$ cat config.mk
export PLATFORM = sky130hd
export DESIGN_NAME = id_ex_skid_stage
export DESIGN_NICKNAME = d
export VERILOG_FILES = /design/src/rtl/id_ex_skid_stage.sv
export SDC_FILE = /design/constraint.sdc
export NUM_CORES = 1
export LEC_CHECK = 0
export CORE_AREA = 2 2 126 128
export DETAILED_ROUTE_END_ITERATION = 10
export DIE_AREA = 0 0 128 130
export SYNTH_ARGS = -nofsm -noshare
export SYNTH_HDL_FRONTEND = slang
export SYNTH_SLANG_ARGS = --single-unit
$ cat constraint.sdc
create_clock -name clk -period 2.35 [get_ports clk]
set_input_delay 0.47 -clock clk [delete_from_list [all_inputs] [get_ports clk]]
set_output_delay 0.47 -clock clk [all_outputs]
set_load 0.01 [all_outputs]
$ cat src/rtl/id_ex_skid_stage.sv
// ID/EX pipeline stage with valid/ready handshake and a 2-entry skid buffer.
// Adds synchronous flush and saturating stall/bubble performance counters.
module id_ex_skid_stage #(
   parameter int W     = 32,
   parameter int CNT_W = 16
) (
   input  logic             clk,
   input  logic             rst,
   input  logic             flush,
   input  logic             in_valid,
   output logic             in_ready,
   input  logic             in_nop,
   input  logic [W-1:0]     in_data,
   output logic             out_valid,
   input  logic             out_ready,
   output logic             out_nop,
   output logic [W-1:0]     out_data,
   output logic [CNT_W-1:0] stall_cnt,
   output logic [CNT_W-1:0] bubble_cnt
);

   function automatic logic [CNT_W-1:0] sat_inc(input logic [CNT_W-1:0] v);
      return (&v) ? v : v + CNT_W'(1);
   endfunction

   logic         main_v, skid_v;
   logic         main_nop, skid_nop;
   logic [W-1:0] main_data, skid_data;

   logic         nxt_main_v, nxt_skid_v;
   logic         nxt_main_nop, nxt_skid_nop;
   logic [W-1:0] nxt_main_data, nxt_skid_data;

   logic accept, xfer;

   // Ready and valid come only from registered state, so out_ready never
   // reaches in_ready combinationally.
   assign in_ready  = ~skid_v & ~rst;
   assign out_valid = main_v;
   assign out_data  = main_data;
   assign out_nop   = main_nop;

   assign accept = in_valid & in_ready;
   assign xfer   = main_v & out_ready;

   always_comb begin
      nxt_main_v    = main_v;
      nxt_skid_v    = skid_v;
      nxt_main_nop  = main_nop;
      nxt_skid_nop  = skid_nop;
      nxt_main_data = main_data;
      nxt_skid_data = skid_data;
      if (flush) begin
         nxt_main_v    = 1'b0;
         nxt_skid_v    = 1'b0;
         nxt_main_nop  = 1'b1;
         nxt_skid_nop  = 1'b0;
         nxt_main_data = '0;
         nxt_skid_data = '0;
      end else if (!main_v) begin
         if (accept) begin
            nxt_main_v    = 1'b1;
            nxt_main_nop  = in_nop;
            nxt_main_data = in_data;
         end
      end else if (!skid_v) begin
         if (accept && xfer) begin
            nxt_main_nop  = in_nop;
            nxt_main_data = in_data;
         end else if (accept) begin
            nxt_skid_v    = 1'b1;
            nxt_skid_nop  = in_nop;
            nxt_skid_data = in_data;
         end else if (xfer) begin
            nxt_main_v    = 1'b0;
            nxt_main_nop  = 1'b1;
            nxt_main_data = '0;
         end
      end else if (xfer) begin
         // Skid entry moves up; in_ready reopens next cycle.
         nxt_main_nop  = skid_nop;
         nxt_main_data = skid_data;
         nxt_skid_v    = 1'b0;
         nxt_skid_nop  = 1'b0;
         nxt_skid_data = '0;
      end
   end

   always_ff @(posedge clk) begin
      if (rst) begin
         main_v     <= 1'b0;
         skid_v     <= 1'b0;
         main_nop   <= 1'b1;
         skid_nop   <= 1'b0;
         main_data  <= '0;
         skid_data  <= '0;
         stall_cnt  <= '0;
         bubble_cnt <= '0;
      end else begin
         main_v    <= nxt_main_v;
         skid_v    <= nxt_skid_v;
         main_nop  <= nxt_main_nop;
         skid_nop  <= nxt_skid_nop;
         main_data <= nxt_main_data;
         skid_data <= nxt_skid_data;
         if (main_v && !out_ready) stall_cnt <= sat_inc(stall_cnt);
         if (xfer && main_nop)     bubble_cnt <= sat_inc(bubble_cnt);
      end
   end

endmodule

==> metrics <==
Internal=2.77 mW; CTS tree=built; drt total wl=12,200 um; vias per cell=5.17; initial antenna violation count=0; Logic pwr share=0.100; critical path class=reg2reg; Final Hold Viols=0; vias in the first global route=4,101; minimum clock period=2.04 ns; Crit path required time=2.58 ns; IO buf count=104; CP peak stage delay=0.68 ns; RD Place Congestion=0.764; synthesized area=4500 sq um; layout cells sized above 1=0.0850; hold path startpoint=out_data[0]; Avg WL per Cell=15.2 um; die height=130 um; Yosys warning count=0; max-cap viol count=0; number of synthesized flops with an enable pin=0; sequential element share of the synthesized area=0.445; cell count of the worst hold path=2; most common library cell in the layout ignoring fill and taps=clkdlybuf4s50_1; P per Cell Area=588 nW/um^2; first-pass iteration count of the detailed router=4; Area Growth Syn to Fin=36.8%; slowest CP cell=o41ai_4; Pleak=2.34 nW; clk slew on worst S/H paths=0.07 ns; Final Power=3.62 mW; actual slew at the worst max-slew pin=0.644 ns; most frequent cells in the layout=clkdlybuf4s50_1 (103), dfxtp_1 (100), nor2_1 (86), nor2b_1 (39), nor3_1 (37); period utilization=0.870; CP endpoint kind=flop; clk_skew=0.0108 ns; critical path arrival=2.28 ns; Nets=647; run status=completed; worst reg2reg path endpoint=bubble_cnt[1]; Slew Limit Fails=0; Synth Instances=511; DP HPWL=8350 um; first-pass GRT wire length=19,900 um; worst vdd ir=0.291 mV; sw frac=0.235; Setup Viol. Count Final=0; total number of vias=4,154; #FFs+latches synth=100; core area=15,400 sq um; Slew HR=0.569; GR Overflow Total=0; flop2flop setup slack=0.31 ns; Skew-Pair Late Insertion Delay=0.35 ns; class of the worst hold path=reg2reg; most frequently used flop master after synthesis=dfxtp_1; Hold Buf Count CTS=0; post-route ant nets=0; sequential share of power=0.480; CTS Buf Count=9; # DRC=0; Root Buffer Master=clkbuf_16; sink of the worst hold path=out_data[0]; reg-to-reg startpoint=bubble_cnt[0]; post-synthesis cell type count=45; Die ar.=16,600 sq um; RSZ-0062 raised after global routing=no; Ports=105; row cnt=46; Buf/Inv on CP=1; CP startpoint kind=flop; crit path cell chain=ha_1 -> nand4_1 -> o41ai_4 -> buf_4 -> mux2i_1 -> nor2_1; Max Root-Sink Buffers=2; Max FO, Critical Path=12; CTS H-tree lvls=3; Initial DRC Count=230; syn nets=551; GRT Total Usage=0.149; clock share of power=0.420; worst r2r path cells=6; width of the die=128 um; fin util=0.399; P_sw=0.853 mW; largest net degree at the start of global routing=47; Async SR Flop Fraction=0; Top delay family on crit path=compound AO/OA/AOI/OAI gates; ant diodes=0; TNS Setup=0 ns; Syn Area/Cell=8.81 sq um; Sink Count=100; fmax=489 MHz; Initial Util=0.292
routing by layer:
layer | part of all wire | up-vias | GRT usage
met5 | 0 | - | 0
met4 | 0.023 | 0 | 0.0718
met3 | 0.051 | 21 | 0.0344
met2 | 0.48 | 110 | 0.252
met1 | 0.44 | 1977 | 0.180
li1 | - | 2046 | -
power groups by stage:
stage / Combinational [mW] / Clock (mW) / Sequential [mW]
CTS: 0.366 / 1.57 / 1.74
global route: 0.395 / 1.65 / 1.74
detailed placement: 0.364 / 0 / 1.78
global placement: 0.358 / 0 / 1.78
finish: 0.361 / 1.52 / 1.74
floorplan: 0.167 / 0 / 1.79
area by class of cell:
| type | instances | area, sq um |
|---|---|---|
| clock inverters | 5 | 57.6 |
| repair buffers | 123 | 1250 |
| well taps | 192 | 240 |
| clock buffers | 11 | 243 |
| flip-flops and latches | 100 | 2000 |
| multi-input cells | 367 | 2340 |
| inverters | 6 | 22.5 |
| fillers | 1565 | 9270 |
state kept, by name, summed over array words and instances (netlist names):
register and flops:
skid_v 1, skid_nop 1, out_valid 1, out_data 32, bubble_cnt 16, out_nop 1, stall_cnt 16, skid_data 32
stage by stage:
step / hold slack (ns) / worst slack, ns / std cells / area [sq um]
2_1_floorplan: 0.464 / 0.463 / 511 / 4500
3_3_place_gp: 0.475 / -0.0108 / 788 / 5840
3_5_place_dp: 0.478 / -0.0193 / 788 / 5840
4_1_cts: 0.496 / 0.0572 / 804 / 6140
5_1_grt: 0.502 / 0.147 / 804 / 6160
6_report: 0.493 / 0.306 / 804 / 6160
tightest hold or removal path, stage by stage (launching register included):
cell	delay, ns
dfxtp_1	0.31
nor2_1	0.09
nor3_1	0.05
kinds of logic after synthesis:
| group | share of synthesized area |
|---|---|
| AND/OR/NAND/NOR | 0.277 |
| flip-flops | 0.445 |
| AO/OA/AOI/OAI | 0.127 |
| buffers and inverters | 0.0417 |
| multiplexers | 0.0976 |
| XOR/XNOR | 0.00584 |
| adder cells (fa/ha/maj) | 0.00556 |
worst max path at each step:
stage / startpoint / end / slack (ns) / depth (start not counted)
after floorplan: bubble_cnt[0] / bubble_cnt[1] / 0.46 / 7
after global placement: in_valid / out_data[1] / -0.01 / 6
after detailed placement: in_valid / out_data[1] / -0.02 / 6
after CTS: rst / in_ready / 0.06 / 4
after global routing: bubble_cnt[0] / bubble_cnt[1] / 0.15 / 6
final: bubble_cnt[0] / bubble_cnt[1] / 0.31 / 6
synth_stat cells, drive strengths merged, types with 2 or more instances:
| master | number | area share |
|---|---|---|
| dfxtp | 100 | 0.44 |
| nor2 | 86 | 0.072 |
| nor2b | 39 | 0.054 |
| nor3 | 37 | 0.041 |
| mux2i | 36 | 0.080 |
| a221oi | 33 | 0.064 |
| clkbuf | 22 | 0.018 |
| a21oi | 19 | 0.021 |
| buf | 16 | 0.018 |
| nand2 | 13 | 0.011 |
| o21ai | 13 | 0.015 |
| nand3 | 10 | 0.012 |
| nand4 | 10 | 0.014 |
| or4 | 10 | 0.018 |
| or3 | 8 | 0.011 |
| mux2 | 7 | 0.018 |
| o31ai | 7 | 0.012 |
| inv | 6 | 0.0050 |
| nor4 | 6 | 0.012 |
| nand2b | 4 | 0.0056 |
| and3 | 3 | 0.0042 |
| and4 | 3 | 0.0058 |
| or2 | 3 | 0.0042 |
| xor2 | 3 | 0.0058 |
| and2 | 2 | 0.0028 |
| ha | 2 | 0.0056 |
| nor4b | 2 | 0.0039 |
| o2111ai | 2 | 0.0039 |
| o41ai | 2 | 0.0039 |
repair_timing:
item | CTS | global route
gates resized for setup | 0 | 2
endpoints found under the hold margin | 0 | 0
setup buffers | 0 | 0
setup endpoints to repair | 0 | 6
No activity file was read; power rests on OpenSTA's default activity.
